--- config.mk ---
export PLATFORM = sky130hd
export DESIGN_NAME = calc_result_bcd_flat
export DESIGN_NICKNAME = d
export VERILOG_FILES = /design/src/rtl/calc_result_bcd_pkg.sv /design/src/rtl/calc_result_bcd_if.sv /design/src/rtl/calc_result_bcd_digit_adj.sv /design/src/rtl/calc_result_bcd.sv /design/src/flat_wrapper.sv
export SDC_FILE = /design/constraint.sdc
export NUM_CORES = 1
export LEC_CHECK = 0
export CAP_MARGIN = 20
export CORE_UTILIZATION = 46
export DETAILED_ROUTE_END_ITERATION = 8
export PLACE_DENSITY = 0.8
export SYNTH_ARGS = -nofsm -noshare
export SYNTH_HDL_FRONTEND = slang
export SYNTH_SLANG_ARGS = --single-unit
--- constraint.sdc ---
create_clock -name clk -period 2.3 [get_ports clk]
set_input_delay 0.345 -clock clk [delete_from_list [all_inputs] [get_ports clk]]
set_output_delay 0.345 -clock clk [all_outputs]
set_load 0.005 [all_outputs]
--- src/rtl/calc_result_bcd_pkg.sv ---
// Shared constants for the add/sub result-to-BCD stage: default widths,
// iteration count and FSM state encoding.
package calc_result_bcd_pkg;

    localparam int WIDTH_DEF  = 8;
    localparam int DIGITS_DEF = 3;
    localparam int ITER_DEF   = WIDTH_DEF + 1;

    localparam int STATE_W = 1;
    localparam logic [STATE_W-1:0] S_IDLE = 1'b0;
    localparam logic [STATE_W-1:0] S_CONV = 1'b1;

endpackage

--- src/rtl/calc_result_bcd_if.sv ---
// Handshake and data bundle between the adder stage (master) and the
// result-to-BCD converter (slave).
interface calc_result_bcd_if
    import calc_result_bcd_pkg::*;
#(
    parameter int WIDTH  = WIDTH_DEF,
    parameter int DIGITS = DIGITS_DEF
) ();

    logic                  start;
    logic [WIDTH-1:0]      result;
    logic                  carry_out;
    logic                  sub;
    logic                  signed_md;
    logic                  a_msb;
    logic                  b_msb;
    logic                  busy;
    logic                  done;
    logic [4*DIGITS-1:0]   bcd;
    logic                  neg;
    logic                  ovf;

    modport master (
        output start, result, carry_out, sub, signed_md, a_msb, b_msb,
        input  busy, done, bcd, neg, ovf
    );

    modport slave (
        input  start, result, carry_out, sub, signed_md, a_msb, b_msb,
        output busy, done, bcd, neg, ovf
    );

endinterface

--- src/rtl/calc_result_bcd_digit_adj.sv ---
// One double-dabble digit correction: add 3 when the digit is 5 or more so
// the following left shift carries correctly into the next decade.
module calc_result_bcd_digit_adj (
    input  logic [3:0] din,
    output logic [3:0] dout
);

    assign dout = (din >= 4'd5) ? din + 4'd3 : din;

endmodule

--- src/rtl/calc_result_bcd.sv ---
// Captures the adder's raw result, forms sign + magnitude and converts the
// magnitude to BCD with a one-bit-per-clock shift-add-3 loop.
module calc_result_bcd
    import calc_result_bcd_pkg::*;
#(
    parameter int WIDTH  = WIDTH_DEF,
    parameter int DIGITS = DIGITS_DEF
) (
    input  logic              clk,
    input  logic              rst,
    calc_result_bcd_if.slave  bus
);

    localparam int ITER  = WIDTH + 1;
    localparam int CNT_W = $clog2(ITER + 1);
    localparam int BCD_W = 4 * DIGITS;

    logic [STATE_W-1:0] state;
    logic [CNT_W-1:0]   cnt;
    logic [WIDTH:0]     mag_sr;
    logic [BCD_W-1:0]   dig_sr;
    logic [BCD_W-1:0]   dig_adj;
    logic [BCD_W-1:0]   dig_next;
    logic               neg_sh;
    logic               ovf_sh;
    logic [BCD_W-1:0]   bcd_q;
    logic               neg_q;
    logic               ovf_q;
    logic               done_q;
    logic               last_iter;

    logic [WIDTH-1:0]   res_neg;
    logic [WIDTH:0]     cap_mag;
    logic               cap_neg;
    logic               cap_ovf;

    // NOTE: every output of this block gets a default first so no path
    // leaves a variable unassigned and no latch is inferred.
    always_comb begin
        res_neg = -bus.result;
        cap_mag = {1'b0, bus.result};
        cap_neg = 1'b0;
        cap_ovf = 1'b0;
        if (bus.signed_md) begin
            // Two's complement: carry_out carries no magnitude information.
            cap_neg = bus.result[WIDTH-1];
            if (cap_neg) begin
                cap_mag = {1'b0, res_neg};
            end
            cap_ovf = (bus.a_msb == (bus.b_msb ^ bus.sub)) &&
                      (bus.result[WIDTH-1] != bus.a_msb);
        end else if (!bus.sub) begin
            cap_mag = {bus.carry_out, bus.result};
        end else if (!bus.carry_out) begin
            // Borrow out of an unsigned subtract: the true result is negative.
            cap_mag = {1'b0, res_neg};
            cap_neg = 1'b1;
        end
    end

    for (genvar g = 0; g < DIGITS; g++) begin : g_adj
        calc_result_bcd_digit_adj u_adj (
            .din  (dig_sr[4*g +: 4]),
            .dout (dig_adj[4*g +: 4])
        );
    end

    assign dig_next  = {dig_adj[BCD_W-2:0], mag_sr[WIDTH]};
    assign last_iter = (cnt == CNT_W'(ITER - 1));

    // NOTE: all state uses non-blocking assignments so every register in this
    // block samples pre-edge values, whatever the statement order.
    always_ff @(posedge clk) begin
        if (rst) begin
            state  <= S_IDLE;
            cnt    <= '0;
            mag_sr <= '0;
            dig_sr <= '0;
            neg_sh <= 1'b0;
            ovf_sh <= 1'b0;
            bcd_q  <= '0;
            neg_q  <= 1'b0;
            ovf_q  <= 1'b0;
            done_q <= 1'b0;
        end else begin
            done_q <= 1'b0;
            case (state)
                S_IDLE: begin
                    if (bus.start) begin
                        mag_sr <= cap_mag;
                        dig_sr <= '0;
                        cnt    <= '0;
                        neg_sh <= cap_neg;
                        ovf_sh <= cap_ovf;
                        state  <= S_CONV;
                    end
                end
                S_CONV: begin
                    dig_sr <= dig_next;
                    mag_sr <= {mag_sr[WIDTH-1:0], 1'b0};
                    cnt    <= cnt + CNT_W'(1);
                    if (last_iter) begin
                        bcd_q  <= dig_next;
                        neg_q  <= neg_sh;
                        ovf_q  <= ovf_sh;
                        done_q <= 1'b1;
                        state  <= S_IDLE;
                    end
                end
            endcase
        end
    end

    assign bus.busy = (state == S_CONV);
    assign bus.done = done_q;
    assign bus.bcd  = bcd_q;
    assign bus.neg  = neg_q;
    assign bus.ovf  = ovf_q;

endmodule

--- src/flat_wrapper.sv ---
// flat-port wrapper written by rule: the top's interface ports become plain ports
module calc_result_bcd_flat import calc_result_bcd_pkg::*;
#(
    parameter int WIDTH  = WIDTH_DEF,
    parameter int DIGITS = DIGITS_DEF
)
  (clk, rst, bus_start, bus_result, bus_carry_out, bus_sub, bus_signed_md, bus_a_msb, bus_b_msb, bus_busy, bus_done, bus_bcd, bus_neg, bus_ovf);
  calc_result_bcd_if #(.WIDTH(WIDTH), .DIGITS(DIGITS)) bus_i ();
  input  logic clk;
  input  logic rst;
  input wire logic [$bits(bus_i.start)-1:0] bus_start;
  input wire logic [$bits(bus_i.result)-1:0] bus_result;
  input wire logic [$bits(bus_i.carry_out)-1:0] bus_carry_out;
  input wire logic [$bits(bus_i.sub)-1:0] bus_sub;
  input wire logic [$bits(bus_i.signed_md)-1:0] bus_signed_md;
  input wire logic [$bits(bus_i.a_msb)-1:0] bus_a_msb;
  input wire logic [$bits(bus_i.b_msb)-1:0] bus_b_msb;
  output wire logic [$bits(bus_i.busy)-1:0] bus_busy;
  output wire logic [$bits(bus_i.done)-1:0] bus_done;
  output wire logic [$bits(bus_i.bcd)-1:0] bus_bcd;
  output wire logic [$bits(bus_i.neg)-1:0] bus_neg;
  output wire logic [$bits(bus_i.ovf)-1:0] bus_ovf;
  assign bus_i.start = bus_start;
  assign bus_i.result = bus_result;
  assign bus_i.carry_out = bus_carry_out;
  assign bus_i.sub = bus_sub;
  assign bus_i.signed_md = bus_signed_md;
  assign bus_i.a_msb = bus_a_msb;
  assign bus_i.b_msb = bus_b_msb;
  assign bus_busy = bus_i.busy;
  assign bus_done = bus_i.done;
  assign bus_bcd = bus_i.bcd;
  assign bus_neg = bus_i.neg;
  assign bus_ovf = bus_i.ovf;
  calc_result_bcd #(.WIDTH(WIDTH), .DIGITS(DIGITS)) u_core (.clk(clk), .rst(rst), .bus(bus_i));
endmodule
==> impl_metrics.json, run 1 <==
{
  "grt_pass1_wl_um": 6830,
  "grt_remaining_overflow": 0,
  "drtIter0Drc": 45,
  "synth.avg_cell_area_um2": 8.90,
  "cts_buffers": 5,
  "worstPathRequired_ns": 2.50,
  "core-area_mm2": 0.00435,
  "path_max_fanout": 2,
  "worstPathArrival_ns": 2.24,
  "post_drt_via_cell_ratio": 5.48,
  "final_antenna_net_count": 0,
  "grtUsageTotal_pct": 17.4,
  "critPathKind": "in -> reg",
  "wirelength_um": 4020,
  "dieHeight_um": 69.3,
  "clk_latency_ns": 0.29,
  "synth_most_common_cell": "dfxtp_1",
  "cts_resized": 0,
  "synth_top_cell_by_area": "dfxtp_1",
  "avgRoutedWirePerCell_um": 12.5,
  "cts_buffer_depth": 2,
  "antenna_found_initial": 0,
  "async_reset_ff_share_pct": 0,
  "fin_nets": 297,
  "slew_headroom_pct": 29.7,
  "port_buffers": 31,
  "min_period_ns": 2.04,
  "yosysWarnings": 0,
  "leakage_uw": 0.000973,
  "synth_common_cells": "dfxtp_1, a21oi_1, o21ai_0",
  "rows": 24,
  "grt_max_degree": 26,
  "synthTopCellsByArea": "dfxtp_1, ha_1, a21oi_1",
  "dp_hpwl_um": 2970,
  "die_x_um": 69.3,
  "htreeDepth": 2,
  "setup_tns_ns": 0,
  "syn2layout_area_growth_pct": 22.8,
  "clkTransAtPathRegs_ns": 0.07,
  "cap_violations": 0,
  "die_area_mm2": 0.00480,
  "cp-end-kind": "flop",
  "synth-edff-count": 0,
  "ys_seq_area_share_pct": 41.3,
  "startpoint_type": "input pin",
  "drive_above_1_share_pct": 7.04,
  "cts_hold_buf": 0,
  "worst_slack_ns": 0.265,
  "first_pass_iters": 4,
  "hold_viol_final": 0,
  "grt_pass1_vias": 1603,
  "cts_tree": "built",
  "fmax_mhz": 491,
  "finalCritPeriodShare_pct": 88.5,
  "powerDensity_mw_per_mm2": 534,
  "placed_area_mm2": 0.00248,
  "yosys.cell_types.count": 44,
  "setup_viol": 0,
  "diodes": 0,
  "hold_class": "reg -> reg",
  "globalplace.congestion": 0.778,
  "drc": 0,
  "vias": 1766,
  "synth_nets": 260,
  "rsz0062_at_grt": "false",
  "yosys_most_used_dff": "dfxtp_1",
  "cts_root_buf": "clkbuf_8",
  "ios": 32,
  "status": "complete, no violations",
  "vdd_drop_max_uv": 225,
  "postCtsSetupRepairBufs": 0,
  "clock_sinks": 43,
  "synth_area_mm2": 0.00208,
  "synth_top_cell_area_share_pct": 41.3,
  "ys_ff_latch": 43,
  "fin_skew_ns": 0.00460,
  "synthCells": 234,
  "dpl_worst_slack_ns": -0.0210,
  "start_util_pct": 47.8,
  "drv_slew": 0,
  "design_area_mm2": 0.00256,
  "worstMarginPinSlew_ns": 1.05
}
worst paths after layout:
kind                                        from                              to  slack [ns]  cells past startpoint
setup / recovery                   bus_result[5]   u_core.mag_sr[7]$_SDFFE_PP0P_        0.26                      8
hold / removal    u_core.bus.bcd[3]$_SDFFE_PP0P_  u_core.bus.bcd[3]$_SDFFE_PP0P_        0.45                      2
setup reg to reg      u_core.cnt[0]$_SDFFE_PP0P_     u_core.bus.neg$_SDFFE_PP0P_        0.36                      5
hold reg to reg   u_core.bus.bcd[3]$_SDFFE_PP0P_  u_core.bus.bcd[3]$_SDFFE_PP0P_        0.45                      2
flip-flops by register name, summed over array words and instances (netlist names):
register / flops
u_core.bus.ovf: 1
u_core.dig_sr: 12
u_core.ovf_sh: 1
u_core.cnt: 4
u_core.bus.done: 1
u_core.bus.neg: 1
u_core.neg_sh: 1
u_core.bus.bcd: 12
u_core.mag_sr: 9
u_core.bus.busy: 1
power breakdown:
group / internal, µW / total [µW] / switching [µW]
Combinational: 76.5 / 159 / 82.4
Clock: 202 / 434 / 232
Sequential: 760 / 773 / 12.2
cells by family (layout without fill, tap and decap cells):
family	after synthesis	count (layout)	share of synthesized area [%]
AOI/OAI and AO/OA	71	71	22.4
and+or+nand+nor	71	71	19.4
DFF	43	43	41.3
buffers and inverters	26	62	5.05
adders and majority gates	10	10	6.01
xor gates and xnor gates	7	7	2.94
muxes	6	6	2.88
cell type report:
class / instances / area, µm²
Sequential cell: 43 / 861
Timing Repair Buffer: 41 / 385
Clock buffer: 6 / 72.6
Multi-Input combinational cell: 165 / 1120
Inverter: 15 / 56.3
Tap cell: 52 / 65.1
Fill cell: 392 / 1800
layer usage:
metal	up-vias	GRT usage (%)	part of all wire, %
met5	-	0	0
met4	0	5.90	1.1
met3	6	5.67	3.7
met2	32	29.2	48
met1	807	20.7	47
li1	921	-	-
cells in the final DEF (no fill, tap or decap), types with 2 or more instances in the layout:
| master | n |
|---|---|
| dfxtp_1 | 43 |
| clkdlybuf4s50_1 | 31 |
| a21oi_1 | 24 |
| o21ai_0 | 15 |
| inv_1 | 13 |
| nand2_1 | 11 |
| nor3_1 | 10 |
| nor3b_1 | 10 |
| nor2_1 | 10 |
| ha_1 | 10 |
| buf_4 | 10 |
| a22o_1 | 9 |
| mux2i_1 | 6 |
| nand3_1 | 6 |
| nand2b_1 | 6 |
| a32o_1 | 6 |
| xnor2_1 | 5 |
| clkbuf_8 | 5 |
| o22ai_1 | 4 |
| and3_1 | 3 |
| nor2b_1 | 3 |
| or3_1 | 2 |
| xor2_1 | 2 |
| a221oi_1 | 2 |
| and2_1 | 2 |
| o21ai_1 | 2 |
| o31a_1 | 2 |
worst max-delay path, stage by stage:
cell             delay (ns)
clkdlybuf4s50_1        0.41
or3_1                  0.39
nor3b_1                0.21
ha_1                   0.25
nor3b_1                0.21
a211o_1                0.13
nand3_1                0.07
a221oi_1               0.23
metrics by stage:
| step | utilization [%] | power (µW) | instances | hold slack, ns |
|---|---|---|---|---|
| 5_1_grt | 58.7 | 1420 | 322 | 0.472 |
| 6_report | 58.7 | 1370 | 322 | 0.451 |
| 4_1_cts | 58.7 | 1380 | 322 | 0.457 |
| 2_1_floorplan | - | 882 | 234 | 0.432 |
| 3_5_place_dp | 57.0 | 950 | 316 | 0.442 |
| 3_3_place_gp | 57.0 | 945 | 316 | 0.431 |
Note: power is estimated with default switching activity, not from simulation.
==> run 2: changes to the inputs <==
--- a/config.mk
+++ b/config.mk
@@ -5,10 +5,13 @@
 export SDC_FILE = /design/constraint.sdc
 export NUM_CORES = 1
 export LEC_CHECK = 0
+export ABC_CLOCK_PERIOD_IN_PS = 2300
 export CAP_MARGIN = 20
 export CORE_UTILIZATION = 46
 export DETAILED_ROUTE_END_ITERATION = 8
+export HOLD_SLACK_MARGIN = 0.12
 export PLACE_DENSITY = 0.8
+export SETUP_SLACK_MARGIN = 0.02
 export SYNTH_ARGS = -nofsm -noshare
 export SYNTH_HDL_FRONTEND = slang
 export SYNTH_SLANG_ARGS = --single-unit
==> results of run 2 <==
The final DEF is identical to that of run 1; final timing and power are the same.
==> run 3: changes to the inputs <==
--- a/config.mk
+++ b/config.mk
@@ -7,8 +7,10 @@
 export LEC_CHECK = 0
 export ABC_CLOCK_PERIOD_IN_PS = 2300
 export CAP_MARGIN = 20
+export CORE_MARGIN = 4
 export CORE_UTILIZATION = 46
 export DETAILED_ROUTE_END_ITERATION = 8
+export GPL_ROUTABILITY_DRIVEN = 0
 export HOLD_SLACK_MARGIN = 0.12
 export PLACE_DENSITY = 0.8
 export SETUP_SLACK_MARGIN = 0.02
==> impl_metrics.json, run 3 (synthesis gave the netlist of run 1 again) <==
{
  "dieHeight_um": 75.3,
  "fin_total_pwr_uw": 1450,
  "fin_nets": 298,
  "post_drt_via_cell_ratio": 5.44,
  "min_period_ns": 2.09,
  "die_area_mm2": 0.00567,
  "avgRoutedWirePerCell_um": 12.7,
  "start_util_pct": 47.8,
  "rsz0062_at_grt": "false",
  "worst_slack_ns": 0.207,
  "crit_slowest_cell": "clkdlybuf4s50_1",
  "status": "complete, no violations",
  "grt_pass1_wl_um": 7150,
  "syn2layout_area_growth_pct": 24.5,
  "drtIter0Drc": 94,
  "die_x_um": 75.3,
  "path_common_cell": "nor3b_1",
  "final_common_cell": "dfxtp_1",
  "setup_viol": 0,
  "diodes": 0,
  "grt_pass1_vias": 1659,
  "slew_headroom_pct": 68.3,
  "leakage_uw": 0.000992,
  "postCtsSetupRepairBufs": 0,
  "grt_max_degree": 26,
  "antenna_found_initial": 0,
  "vdd_drop_max_uv": 325,
  "fin_skew_ns": 0.00455,
  "path_max_fanout": 2,
  "cts_tree": "built",
  "clk_latency_ns": 0.29,
  "grt_remaining_overflow": 0,
  "drc": 0,
  "drive_above_1_share_pct": 8.06,
  "crit_path_cell_trace": "clkdlybuf4s50_1 > or3_1 > nor3b_1 > ha_1 > nor3b_1 > a211o_1 > nand3_1 > a221oi_1",
  "grtUsageTotal_pct": 16.3,
  "worstPathRequired_ns": 2.50,
  "powerDensity_mw_per_mm2": 559,
  "wirelength_um": 4140,
  "ios": 32,
  "hold_class": "reg -> reg",
  "cts_buffers": 5,
  "fmax_mhz": 478,
  "core-area_mm2": 0.00435,
  "hold_viol_final": 0,
  "drv_slew": 0,
  "cp-end-kind": "flop",
  "slowest_delay_ns": 0.41,
  "critPathKind": "in -> reg",
  "finalCritPeriodShare_pct": 91.0,
  "cts_root_buf": "clkbuf_8",
  "first_pass_iters": 4,
  "cts_hold_buf": 0,
  "htreeDepth": 2,
  "layout_common_cells": "dfxtp_1, clkdlybuf4s50_1, a21oi_1, o21ai_0, inv_1",
  "worstPathArrival_ns": 2.29,
  "cap_violations": 0,
  "clock_sinks": 43,
  "whs_ns": 0.448,
  "clkTransAtPathRegs_ns": 0.08,
  "final_antenna_net_count": 0,
  "port_buffers": 31,
  "cts_resized": 0,
  "cts_buffer_depth": 2,
  "fillCellCount": 397,
  "rows": 24,
  "vias": 1769,
  "dp_hpwl_um": 3060,
  "dpl_worst_slack_ns": -0.0798,
  "startpoint_type": "input pin",
  "worstMarginPinSlew_ns": 0.472
}
==> run 3: changes by cell type in the layout (fill, tap and decap cells not counted) <==
| cell | previous run | this run |
|---|---|---|
| buf_4 | 10 | 11 |
| clkbuf_8 | 5 | 7 |
==> run 3: worst max-delay path, delay by kind of cell <==
kind | cells | cell delay (ns)
compound gates | 2 | 0.37
simple gates | 4 | 0.90
fa+ha+maj | 1 | 0.26
buf+inv | 1 | 0.41
==> run 3: final timing paths <==
path                                   from                        endpoint  slack, ns  cells after the start
max reg2reg      u_core.bus.busy$_SDFF_PP0_   u_core.mag_sr[5]$_SDFFE_PP0P_       0.50                      4
min          u_core.bus.bcd[8]$_SDFFE_PP0P_  u_core.bus.bcd[8]$_SDFFE_PP0P_       0.45                      2
max                           bus_result[5]   u_core.mag_sr[7]$_SDFFE_PP0P_       0.21                      8
min reg2reg  u_core.bus.bcd[8]$_SDFFE_PP0P_  u_core.bus.bcd[8]$_SDFFE_PP0P_       0.45                      2
==> run 3: final cells by class <==
type | count | area, µm² | area share (%)
inverters | 15 | 56.3 | 2.17
repair buffers | 42 | 393 | 15.2
flip-flops and latches | 43 | 861 | 33.2
clock buffers | 8 | 100 | 3.86
well taps | 52 | 65.1 | 2.51
multi-input cells | 165 | 1120 | 43.1
==> run 3: per-stage QoR <==
step | instances | area, µm² | util, % | TNS [ns]
detailed placement | 316 | 2480 | 57.0 | -0.0798
global placement | 316 | 2480 | 57.0 | -0.00972
CTS | 324 | 2580 | 59.3 | 0
finish | 325 | 2590 | 59.5 | 0
floorplan | 234 | 2080 | - | 0
global route | 325 | 2590 | 59.5 | 0
==> run 3: where the power goes <==
| group | switching [µW] | internal, µW | leakage [µW] |
|---|---|---|---|
| combinational | 80.7 | 77.4 | 0.000592 |
| clock | 244 | 274 | 0.0000515 |
| sequential | 13.0 | 760 | 0.000348 |
| total | 338 | 1110 | 0.000992 |
==> run 3: metal layers <==
| metal | vias up | wire (µm) | GRT usage (%) |
|---|---|---|---|
| met4 | 0 | 54 | 5.63 |
| met5 | - | 0 | 0 |
| li1 | 928 | - | - |
| met2 | 37 | 2010 | 29.0 |
| met1 | 799 | 1850 | 18.7 |
| met3 | 5 | 218 | 4.54 |
